## src/rtl/fpg8_control.sv

```systemverilog
// fpg8_control
//   Hardwired control sequencer for the FPG8 single-bus datapath. Fetches an
//   instruction through MAR/MDR into IR (R7 is the PC), then runs the fixed
//   micro-step sequence for the IR opcode, driving every datapath strobe.
//
// Ports
//   one_shot_clock          datapath clock, all state changes on rising edge
//   reset                   synchronous active-high reset
//   start                   leaves IDLE when sampled high
//   bus_hold                debug driver owns the bus: freeze and blank strobes
//   opcode[3:0]             IR[15:12]
//   S                       shift direction (0 left, 1 right)
//   CC_N, CC_Z              comparator outputs for the current ALU result
//   ALU_control[2:0]        ALU function select
//   GPR_select[2:0]         register-file port select (Rd_1, Rd_2, Rs_1, Rs_2, R7)
//   GPR_in .. con_ROM_out   single-bit datapath strobes
//   flag_n, flag_z          latched condition flags
//   busy, halted, step[3:0] status: running, halted, cycle index in instruction
//
// Parameter
//   MEM_WAIT (1..4)         cycles each RAM read/write strobe is held

module fpg8_control #(
  parameter int MEM_WAIT = 1
) (
  input  logic       one_shot_clock,
  input  logic       reset,
  input  logic       start,
  input  logic       bus_hold,
  input  logic [3:0] opcode,
  input  logic       S,
  input  logic       CC_N,
  input  logic       CC_Z,
  output logic [2:0] ALU_control,
  output logic [2:0] GPR_select,
  output logic       GPR_in,
  output logic       GPR_out,
  output logic       IR_in,
  output logic       MAR_in,
  output logic       MDR_in,
  output logic       MDR_out,
  output logic       RAM_enable_read,
  output logic       RAM_enable_write,
  output logic       Y_in,
  output logic       Y_out,
  output logic       Y_offset_in,
  output logic       Y_shift_left,
  output logic       Y_shift_right,
  output logic       Z_in,
  output logic       Z_out,
  output logic       con_ROM_out,
  output logic       flag_n,
  output logic       flag_z,
  output logic       busy,
  output logic       halted,
  output logic [3:0] step
);

  localparam logic [2:0] ALU_PASS_BUS = 3'b000;
  localparam logic [2:0] ALU_NOT      = 3'b101;
  localparam logic [2:0] ALU_INC      = 3'b110;
  localparam logic [2:0] ALU_PASS_Y   = 3'b111;

  localparam logic [2:0] SEL_RD1 = 3'b000;
  localparam logic [2:0] SEL_RS1 = 3'b010;
  localparam logic [2:0] SEL_PC  = 3'b111;

  localparam logic [1:0] WAIT_LAST = 2'(MEM_WAIT - 1);

  typedef enum logic [2:0] {IDLE, F0, F1, F2, EX, HALTED} state_t;

  typedef struct packed {
    logic [2:0] alu;
    logic [2:0] sel;
    logic       gpr_in;
    logic       gpr_out;
    logic       ir_in;
    logic       mar_in;
    logic       mdr_in;
    logic       mdr_out;
    logic       ram_rd;
    logic       ram_wr;
    logic       y_in;
    logic       y_shl;
    logic       y_shr;
    logic       z_in;
    logic       z_out;
    logic       rom_out;
    logic       flags_latch;
  } ctrl_t;

  state_t     state_reg, state_next;
  logic [2:0] e_reg, e_next;
  logic [1:0] wait_reg, wait_next;
  logic [3:0] step_reg, step_next;
  logic       flag_n_reg, flag_z_reg;

  ctrl_t      ctrl;
  ctrl_t      ctrl_out;
  logic       last_step;
  logic       mem_step;
  logic       wait_done;
  logic       br_taken;

  assign wait_done = (wait_reg == WAIT_LAST);
  assign br_taken  = (opcode == 4'hA) ||
                     (opcode == 4'hB && flag_z_reg) ||
                     (opcode == 4'hC && flag_n_reg);

  always_comb begin
    ctrl       = '0;
    state_next = state_reg;
    e_next     = e_reg;
    wait_next  = 2'd0;
    last_step  = 1'b0;
    mem_step   = 1'b0;
    step_next  = step_reg;

    case (state_reg)
      IDLE: begin
        if (start) state_next = F0;
      end

      F0: begin
        ctrl.sel     = SEL_PC;
        ctrl.gpr_out = 1'b1;
        ctrl.mar_in  = 1'b1;
        ctrl.alu     = ALU_INC;
        ctrl.z_in    = 1'b1;
        state_next   = F1;
      end

      F1: begin
        ctrl.ram_rd = 1'b1;
        // PC <- PC+1 only once, even when the read is stretched
        if (wait_reg == 2'd0) begin
          ctrl.z_out  = 1'b1;
          ctrl.gpr_in = 1'b1;
          ctrl.sel    = SEL_PC;
        end
        if (wait_done) state_next = F2;
        else           wait_next  = wait_reg + 2'd1;
      end

      F2: begin
        ctrl.mdr_out = 1'b1;
        ctrl.ir_in   = 1'b1;
        state_next   = EX;
        e_next       = 3'd0;
      end

      EX: begin
        case (opcode)
          4'h1: begin  // LOAD
            case (e_reg)
              3'd0: begin ctrl.sel = SEL_RS1; ctrl.gpr_out = 1'b1; ctrl.mar_in = 1'b1; end
              3'd1: begin ctrl.ram_rd = 1'b1; mem_step = 1'b1; end
              default: begin
                ctrl.mdr_out = 1'b1; ctrl.gpr_in = 1'b1; ctrl.sel = SEL_RD1; last_step = 1'b1;
              end
            endcase
          end
          4'h2: begin  // STORE
            case (e_reg)
              3'd0: begin ctrl.sel = SEL_RS1; ctrl.gpr_out = 1'b1; ctrl.mar_in = 1'b1; end
              3'd1: begin ctrl.sel = SEL_RD1; ctrl.gpr_out = 1'b1; ctrl.mdr_in = 1'b1; end
              default: begin ctrl.ram_wr = 1'b1; mem_step = 1'b1; last_step = wait_done; end
            endcase
          end
          4'h3, 4'h4, 4'h5, 4'h6: begin  // ADD/SUB/AND/OR
            case (e_reg)
              3'd0: begin ctrl.sel = SEL_RS1; ctrl.gpr_out = 1'b1; ctrl.y_in = 1'b1; end
              3'd1: begin
                ctrl.sel = SEL_RD1; ctrl.gpr_out = 1'b1; ctrl.z_in = 1'b1;
                ctrl.alu = 3'(opcode - 4'd2);  // 3..6 map onto ALU codes 1..4
                ctrl.flags_latch = 1'b1;
              end
              default: begin
                ctrl.z_out = 1'b1; ctrl.gpr_in = 1'b1; ctrl.sel = SEL_RD1; last_step = 1'b1;
              end
            endcase
          end
          4'h7, 4'h8: begin  // NOT latches flags, MOV does not
            if (e_reg == 3'd0) begin
              ctrl.sel = SEL_RS1; ctrl.gpr_out = 1'b1; ctrl.z_in = 1'b1;
              ctrl.alu = (opcode == 4'h7) ? ALU_NOT : ALU_PASS_BUS;
              ctrl.flags_latch = (opcode == 4'h7);
            end else begin
              ctrl.z_out = 1'b1; ctrl.gpr_in = 1'b1; ctrl.sel = SEL_RD1; last_step = 1'b1;
            end
          end
          4'h9: begin  // SHIFT
            case (e_reg)
              3'd0: begin ctrl.sel = SEL_RS1; ctrl.gpr_out = 1'b1; ctrl.y_in = 1'b1; end
              3'd1: begin
                ctrl.y_shl = ~S; ctrl.y_shr = S;
                ctrl.alu = ALU_PASS_Y; ctrl.z_in = 1'b1; ctrl.flags_latch = 1'b1;
              end
              default: begin
                ctrl.z_out = 1'b1; ctrl.gpr_in = 1'b1; ctrl.sel = SEL_RD1; last_step = 1'b1;
              end
            endcase
          end
          4'hA, 4'hB, 4'hC: begin  // BR / BRZ / BRN
            if (!br_taken) begin
              last_step = 1'b1;
            end else if (e_reg == 3'd0) begin
              ctrl.sel = SEL_RS1; ctrl.gpr_out = 1'b1; ctrl.alu = ALU_PASS_BUS; ctrl.z_in = 1'b1;
            end else begin
              ctrl.z_out = 1'b1; ctrl.gpr_in = 1'b1; ctrl.sel = SEL_PC; last_step = 1'b1;
            end
          end
          4'hD: begin  // LDC
            ctrl.rom_out = 1'b1; ctrl.gpr_in = 1'b1; ctrl.sel = SEL_RD1; last_step = 1'b1;
          end
          default: begin  // NOP, reserved, HALT
            last_step = 1'b1;
          end
        endcase

        if (opcode == 4'hF)               state_next = HALTED;
        else if (last_step)               state_next = F0;
        else if (mem_step && !wait_done)  wait_next  = wait_reg + 2'd1;
        else                              e_next     = e_reg + 3'd1;
      end

      default: ;  // HALTED: only reset leaves
    endcase

    if (state_next == F0)
      step_next = 4'd0;
    else if (state_reg != IDLE && state_reg != HALTED && step_reg != 4'hF)
      step_next = step_reg + 4'd1;
  end

  always_ff @(posedge one_shot_clock) begin
    if (reset) begin
      state_reg  <= IDLE;
      e_reg      <= 3'd0;
      wait_reg   <= 2'd0;
      step_reg   <= 4'd0;
      flag_n_reg <= 1'b0;
      flag_z_reg <= 1'b0;
    end else if (!bus_hold) begin
      state_reg <= state_next;
      e_reg     <= e_next;
      wait_reg  <= wait_next;
      step_reg  <= step_next;
      if (ctrl.flags_latch) begin
        flag_n_reg <= CC_N;
        flag_z_reg <= CC_Z;
      end
    end
  end

  // Strobes vanish combinationally during reset and bus_hold
  assign ctrl_out = (reset || bus_hold) ? '0 : ctrl;

  assign ALU_control      = ctrl_out.alu;
  assign GPR_select       = ctrl_out.sel;
  assign GPR_in           = ctrl_out.gpr_in;
  assign GPR_out          = ctrl_out.gpr_out;
  assign IR_in            = ctrl_out.ir_in;
  assign MAR_in           = ctrl_out.mar_in;
  assign MDR_in           = ctrl_out.mdr_in;
  assign MDR_out          = ctrl_out.mdr_out;
  assign RAM_enable_read  = ctrl_out.ram_rd;
  assign RAM_enable_write = ctrl_out.ram_wr;
  assign Y_in             = ctrl_out.y_in;
  assign Y_out            = 1'b0;
  assign Y_offset_in      = 1'b0;
  assign Y_shift_left     = ctrl_out.y_shl;
  assign Y_shift_right    = ctrl_out.y_shr;
  assign Z_in             = ctrl_out.z_in;
  assign Z_out            = ctrl_out.z_out;
  assign con_ROM_out      = ctrl_out.rom_out;

  assign flag_n = flag_n_reg;
  assign flag_z = flag_z_reg;
  assign busy   = (state_reg != IDLE) && (state_reg != HALTED);
  assign halted = (state_reg == HALTED);
  assign step   = step_reg;

endmodule

```

## config.mk

```make
export PLATFORM = sky130hd
export DESIGN_NAME = fpg8_control
export DESIGN_NICKNAME = d
export VERILOG_FILES = /design/src/rtl/fpg8_control.sv
export SDC_FILE = /design/constraint.sdc
export NUM_CORES = 1
export LEC_CHECK = 0
export CAP_MARGIN = 20
export CORE_MARGIN = 4
export CORE_UTILIZATION = 50
export DETAILED_ROUTE_END_ITERATION = 10
export PLACE_DENSITY = 0.92
export RECOVER_POWER = 25
export SYNTH_ARGS = -nofsm -noshare
export SYNTH_HDL_FRONTEND = slang
export SYNTH_SLANG_ARGS = --single-unit
export TNS_END_PERCENT = 20
```

## constraint.sdc

```tcl
create_clock -name one_shot_clock -period 2.92 [get_ports one_shot_clock]
set_clock_uncertainty 0.05 [all_clocks]
set_input_delay 0.292 -clock one_shot_clock [delete_from_list [all_inputs] [get_ports one_shot_clock]]
set_output_delay 0.292 -clock one_shot_clock [all_outputs]
set_load 0.01 [all_outputs]
```

==> summary.md, run 1 <==
| Metric | Value |
|---|---|
| Run status | `complete, but fails checks` |
| Violated checks | `setup timing` |
| Max FFs per register | `4` |
| Unrepaired setup endpoints after global routing | `true` |
| Number of antenna violations at the first check in global routing | `0` |
| Post-synth ARST share | `0%` |
| Cells after synthesis | `approximately 230` |
| Std-Cell Rows | `20` |
| X dimension of the die | `between 60 and 70 um` |
| Seq cells post-synth | `14` |
| Total internal power | `about 0.34 mW` |
| Type of the tightest min-delay check | `register to register` |
| Router iterations before antenna repair | `7` |
| Final period demand of the worst path | `between 2000 and 3000 ps` |
| # IOs | `41` |
| Wirelength per Cell | `17.4 um` |
| Count of maximum capacitance violations | `0` |
| Number of fillers in the final layout | `223` |
| Final number of hold-violating endpoints | `0` |
| Via count of the first global-routing pass | `a little under 2000` |
| Wire length of the first global-routing pass | `a little over 9000 um` |
| Detailed-route wire length | `between 5000 and 6000 um` |
| Proportion of netlist area held by the largest area contributor | `around 17%` |
| Reported leakage power | `just over 0.9 nW` |
| Combinational cell fraction of total power | `33.6%` |
| CP cell instances | `dlygate4sd3_1 > or3_1 > or3_1 > o21ai_0 > clkdlybuf4s50_1` |
| Max frequency | `approximately 330 MHz` |
| Proportion of power drawn by the clock network | `around 28%` |
| CTS Hold Bufs | `0` |
| Final setup violation count | `1` |
| Peak VDD IR | `~0.18 mV` |
| Detailed-route vias per instance | `around 6.3` |
| Hold Slack | `437 ps` |
| Synth top cells by count | `22 x sky130_fd_sc_hd__nor2_1, 19 x sky130_fd_sc_hd__nand2_1, 17 x sky130_fd_sc_hd__a21oi_1, 17 x sky130_fd_sc_hd__o21ai_0, 14 x sky130_fd_sc_hd__dfxtp_1` |
| Setup repair bufs after CTS | `0` |
| Net switching power of the design | `~0.17 mW` |
| Unique masters post-synth | `67` |
| Detailed placer's ending HPWL | `approximately 4000 um` |
| Sequential cell area fraction in the yosys report | `between 15 and 20%` |
| Port buffer count | `38` |
| Inserted Diodes | `0` |
| Share of post-route cells with drive strength above 1 | `a little over a fifth` |
| Total routing resource utilization after global routing | `between 20 and 30%` |
| H-Tree Level Count | `1` |
| Post-route fraction of the period consumed by the critical path | `103%` |
| Dominant register cell in the synthesized netlist | `sky130_fd_sc_hd__dfxtp_1` |
| Core outline area | `about 0.0031 mm2` |
| Synthesis Warnings | `0` |
| Worst path required time | `approximately 2600 ps` |
| Cell type with the highest occurrence count on the critical path | `sky130_fd_sc_hd__or3_1` |
| Number of vias after detailed routing | `about 2100` |
| Die area | `between 0.004 and 0.005 mm2` |
| Clock latency of the later-clocked register in the worst-skew pair | `roughly 300 ps` |
| Peak per-stage delay on the critical path | `between 600 and 700 ps` |
| Critical Path Source Type | `input port` |
| CTS Root Buffer Type | `sky130_fd_sc_hd__clkbuf_4` |
| Number of buffers inserted during clock tree synthesis | `3` |
| Least-Margin Pin Slew | `541 ps` |
| Maximum number of pins on one net before global-route repair | `19` |
| Worst-path clk slew | `80 ps` |
| Power density over the cells | `around 220 mW/mm2` |
| Setup Slack @ Placement | `-218 ps` |
| Switching Share | `about a third` |
| Setup slack of the critical path after layout | `-78.1 ps` |
| Drt first-iter violations | `roughly 390` |
| TritonCTS clock tree | `done` |
| Leading cell type by number of instances after synthesis | `sky130_fd_sc_hd__nor2_1` |
| Slew HR | `63.6%` |
| Sinks on the clock net | `14` |
| Initial Utilization | `approximately 53%` |
| Net count of the finished layout | `305` |
| DRT antenna net count | `0` |
| Number of synthesized flops with an enable pin | `0` |
| Total global routing overflow | `0` |
| Sequential power share | `a little under two fifths` |
| Cell types with the largest area share after synthesis | `sky130_fd_sc_hd__dfxtp_1 17%, sky130_fd_sc_hd__a21oi_1 5.1%, sky130_fd_sc_hd__o21ai_0 5.1%` |
| Post-Route Utilization | `between 70% and 80%` |
| Syn Std Cell Area | `about 0.0017 mm2` |
| Post-synthesis to final-layout area growth | `39.5%` |
| Die Y-Extent | `65.7 um` |
| Routability congestion estimate from global placement | `roughly 1` |
| Slowest cell on the critical path | `sky130_fd_sc_hd__dlygate4sd3_1` |
| Data arrival time of the critical path | `2660 ps` |
| DRC viols | `0` |
| Largest driver fanout on the critical path | `4` |
| Start-to-end type of the worst setup path | `input port to output pin` |
| Cell taking the most area after synthesis | `sky130_fd_sc_hd__dfxtp_1` |
| Buffer and inverter count on the worst path | `2` |
| Nature of the critical path endpoint | `output pin` |
| Synthesized area per cell | `roughly 7.1 um2` |
| Family with the most delay on the worst path | `buffers and inverters` |
| Maximum buffer depth of the clock tree | `2` |
| Max-slew violation total from the final report | `0` |
[worst min-delay path, stage by stage (launching register included)]
cell                      delay, ps
sky130_fd_sc_hd__dfxtp_1        330
sky130_fd_sc_hd__nand2_1         60
sky130_fd_sc_hd__a21oi_1         50
[power by group through the flow]
| stage | clock (mW) | combinational (mW) | sequential (mW) |
|---|---|---|---|
| floorplan | 0 | 0.101 | 0.200 |
| global placement | 0 | 0.156 | 0.200 |
| detailed placement | 0 | 0.161 | 0.201 |
| CTS | 0.149 | 0.165 | 0.196 |
| global route | 0.157 | 0.185 | 0.197 |
| finish | 0.145 | 0.173 | 0.196 |
[cells by family after synthesis]
family,after synthesis,share of synthesized area [%]
AND/OR/NAND/NOR,99,32.9
adder cells (fa/ha/maj),6,4.51
other,1,0.226
multiplexers,5,3.09
AO/OA/AOI/OAI,75,32.2
buffers and inverters,32,9.18
flip-flops,14,16.9
XOR/XNOR,2,1.05
[what timing repair did]
item / in CTS / in global routing
gates cloned: 0 / 0
pin swaps: 1 / 4
setup endpoints to repair: 6 / 12
gates resized for setup: 10 / 9
[metal layers]
layer	wire [um]	vias up	part of all wire [%]	global-route usage (%)
met5	0	-	0	0
met2	2750	136	48	45.3
met3	509	36	8.9	5.81
li1	-	956	-	-
met1	2220	967	39	33.0
met4	262	0	4.6	15.3
[per-stage QoR]
step	TNS, ps	std cells	power, mW	area, um2
finish	-78.1	331	0.514	2320
global route	-415	331	0.538	2320
CTS	-106	331	0.510	2300
detailed placement	-261	327	0.362	2230
global placement	-143	327	0.356	2230
floorplan	0	235	0.301	1670
[final cells by class]
cell class	count	area (um2)	share of cell area, %
Clock buffer	4	36.3	1.56
Tap cell	44	55.1	2.37
Multi-Input combinational cell	189	1280	55.0
Inverter	9	33.8	1.46
Sequential cell	14	282	12.1
Timing Repair Buffer	71	637	27.5
[layout by cell type, fill, tap and decap left out, drive strengths merged, types with 7 or more instances in the layout]
master	Yosys	final
nand3	8	8
inv	9	9
nor2	22	22
a21oi	17	17
buf	12	33
nor2b	10	10
clkdlybuf4s50	0	26
o21ai	18	18
nand2b	7	7
dfxtp	14	14
dlygate4sd3	0	7
nand2	20	20
[path summary, 6_finish.rpt]
check	start	to	slack [ps]	cells past startpoint
setup / recovery	bus_hold	MAR_in	-80	5
hold / removal	wait_reg[1]	wait_reg[1]	440	2
setup reg to reg	e_reg[1]	wait_reg[1]	520	9
hold reg to reg	wait_reg[1]	wait_reg[1]	440	2
(Power assumes the default switching activity.)
==> run 2, diff against run 1 <==
--- a/config.mk
+++ b/config.mk
@@ -9,6 +9,7 @@
 export CORE_MARGIN = 4
 export CORE_UTILIZATION = 50
 export DETAILED_ROUTE_END_ITERATION = 10
+export GPL_ROUTABILITY_DRIVEN = 0
 export PLACE_DENSITY = 0.92
 export RECOVER_POWER = 25
 export SYNTH_ARGS = -nofsm -noshare
==> run 2 against run 1 <==
The flow now finishes without violations. Worst setup slack improved by 130 ps. Non-clock buffer count decreased by 1. Total power decreased by 1.4%. Die area unchanged. Final cell count decreased by 0.30%. Largest power group unchanged.
==> summary.md, run 2 (synthesis gave the netlist of run 1 again) <==
| Metric | Value |
|---|---|
| Data arrival time of the critical path | `2520 ps (-140 ps)` |
| Wire length of the first global-routing pass | `8980 um (-3.4%)` |
| Worst-path clk slew | `80 ps (about the same)` |
| # IOs | `41 (unchanged)` |
| CTS Hold Bufs | `0 (unchanged)` |
| Buffer and inverter count on the worst path | `1 (-1)` |
| Net switching power of the design | `0.164 mW (-3.6%)` |
| Die Y-Extent | `65.7 um (unchanged)` |
| Total global routing overflow | `0 (unchanged)` |
| Largest driver fanout on the critical path | `10 (+6)` |
| Start-to-end type of the worst setup path | `register to output pin` |
| H-Tree Level Count | `1 (unchanged)` |
| DRC viols | `0 (unchanged)` |
| Final setup violation count | `0 (-1)` |
| Net count of the finished layout | `304 (-0.33%)` |
| Cell Count Post-Placement | `326 (-0.31%)` |
| Max frequency | `349 MHz (+4.6%)` |
| TritonCTS clock tree | `done` |
| Share of post-route cells with drive strength above 1 | `20.6% (-0.62 points)` |
| Reported leakage power | `0.907 nW (about the same)` |
| Combinational cell fraction of total power | `32.9% (-0.7 points)` |
| Max-slew violation total from the final report | `0 (unchanged)` |
| Switching Share | `32.4% (-0.73 points)` |
| Detailed-route wire length | `5560 um (-3.2%)` |
| Total routing resource utilization after global routing | `26.4% (-1.2 points)` |
| Core outline area | `0.00313 mm2 (unchanged)` |
| Critical Path Source Type | `register` |
| Detailed-route vias per instance | `6.37 (+0.69%)` |
| Leading cell type in the layout, fill and taps excluded | `sky130_fd_sc_hd__buf_4` |
| Final Instance Count excl. Fillers | `330 (-0.30%)` |
| Nature of the critical path endpoint | `output pin` |
| Run status | `finished clean` |
| X dimension of the die | `65.7 um (unchanged)` |
| Maximum number of pins on one net before global-route repair | `22 (+3)` |
| Total design power | `0.507 mW (-1.4%)` |
| Post-route fraction of the period consumed by the critical path | `98.1% (-4.5 points)` |
| Max FFs per register | `4 (unchanged)` |
| Slowest cell on the critical path | `sky130_fd_sc_hd__clkdlybuf4s50_1` |
| Maximum buffer depth of the clock tree | `2 (unchanged)` |
| CTS Root Buffer Type | `sky130_fd_sc_hd__clkbuf_4` |
| Detailed placer's ending HPWL | `4050 um (+2.3%)` |
| Number of fillers in the final layout | `216 (-3.1%)` |
| Initial Utilization | `53.2% (unchanged)` |
| Router iterations before antenna repair | `5 (-2)` |
| Wirelength per Cell | `16.9 um (-2.9%)` |
| Worst path required time | `2580 ps (about the same)` |
| Type of the tightest min-delay check | `register to register` |
| Peak per-stage delay on the critical path | `600 ps (-20 ps)` |
| Number of antenna violations at the first check in global routing | `0 (unchanged)` |
| Count of maximum capacitance violations | `0 (unchanged)` |
| Inserted Diodes | `0 (unchanged)` |
| Port buffer count | `38 (unchanged)` |
| Final number of hold-violating endpoints | `0 (unchanged)` |
| Sequential power share | `38.8% (+0.6 points)` |
| Power density over the cells | `218 mW/mm2 (-1.4%)` |
| Proportion of power drawn by the clock network | `28.3% (about the same)` |
| Sinks on the clock net | `14 (unchanged)` |
| Peak VDD IR | `0.137 mV (-25%)` |
| Drt first-iter violations | `322 (-18%)` |
| DRT antenna net count | `0 (unchanged)` |
| Hold Slack | `439 ps (+2.10 ps)` |
| CP cell instances | `nor2b_2 > nand2b_4 > or3_4 > or3_1 > o21ai_0 > clkdlybuf4s50_1` |
| Family with the most delay on the worst path | `simple AND/OR/NAND/NOR gates` |
| Number of buffers inserted during clock tree synthesis | `3 (unchanged)` |
| Number of vias after detailed routing | `2103 (+0.38%)` |
| Post-synthesis to final-layout area growth | `39.5% (unchanged)` |
| Std-Cell Rows | `20 (unchanged)` |
| Clock latency of the later-clocked register in the worst-skew pair | `290 ps (about the same)` |
| Via count of the first global-routing pass | `1921 (-2.1%)` |
| Final period demand of the worst path | `2870 ps (-132 ps)` |
| Top library cells by usage in the layout, fill and taps aside | `31 x sky130_fd_sc_hd__buf_4, 26 x sky130_fd_sc_hd__clkdlybuf4s50_1, 21 x sky130_fd_sc_hd__nor2_1, 19 x sky130_fd_sc_hd__nand2_1` |
| Total internal power | `0.343 mW (-0.36%)` |
| Die area | `0.00431 mm2 (unchanged)` |
run 2: cell types whose count changed in the layout (fill, tap and decap cells not counted), sizes merged:
cell,before,now
dlygate4sd2,2,4
buf,33,32
dlygate4sd3,7,6
dlymetal6s2s,3,2
run 2: repair_timing:
action / 4_1_cts / 5_1_grt
gates cloned: 0 / 0
gates resized for setup: 10 / 9
pin swaps: 1 / 0
buffers inserted: 0 / 0
endpoints found under the setup margin: 4 / 11
run 2: final timing paths:
check / slack, ps / from / cells past startpoint / endpoint
setup reg to reg: 470 / e_reg[0] / 8 / wait_reg[1]
setup / recovery: 50 / state_reg[1] / 6 / MAR_in
hold reg to reg: 440 / wait_reg[1] / 2 / wait_reg[1]
hold / removal: 440 / wait_reg[1] / 2 / wait_reg[1]
run 2: per-stage QoR:
stage	util, %	TNS (ps)	setup slack [ps]	cell area [um2]
3_3_place_gp	71.1	-132	-132	2220
4_1_cts	72.8	0	12.5	2280
3_5_place_dp	71.1	-203	-196	2220
5_1_grt	74.2	-179	-102	2320
2_1_floorplan	-	0	679	1670
6_report	74.2	0	54.2	2320
run 2: per-layer routing:
layer,global-route usage (%),up-vias,share of wire [%]
met5,2.78,-,0
met4,10.6,0,2.8
met3,5.81,24,9.2
met2,41.9,156,48
met1,34.1,966,40
li1,-,957,-
run 2: final cells by class:
cell class	count	area, um2	share of cell area [%]
multi-input cells	189	1290	55.6
repair buffers	70	624	26.9
flip-flops and latches	14	282	12.1
well taps	44	55.1	2.37
clock buffers	4	36.3	1.56
inverters	9	33.8	1.46
run 2: worst register-to-register path: cells and delay by family (launching register included):
family                     cells  cell delay, ps
buffers and inverters          1              80
DFF                            1             460
and+or+nand+nor                2             630
AOI/OAI and AO/OA              4             910
adders and majority gates      1             260
run 2: power by group through the flow:
stage / clock [mW] / sequential (mW) / combinational, mW
after floorplan: 0 / 0.200 / 0.101
after global placement: 0 / 0.200 / 0.155
after detailed placement: 0 / 0.201 / 0.160
after CTS: 0.144 / 0.196 / 0.160
after global routing: 0.160 / 0.197 / 0.180
final: 0.143 / 0.197 / 0.167
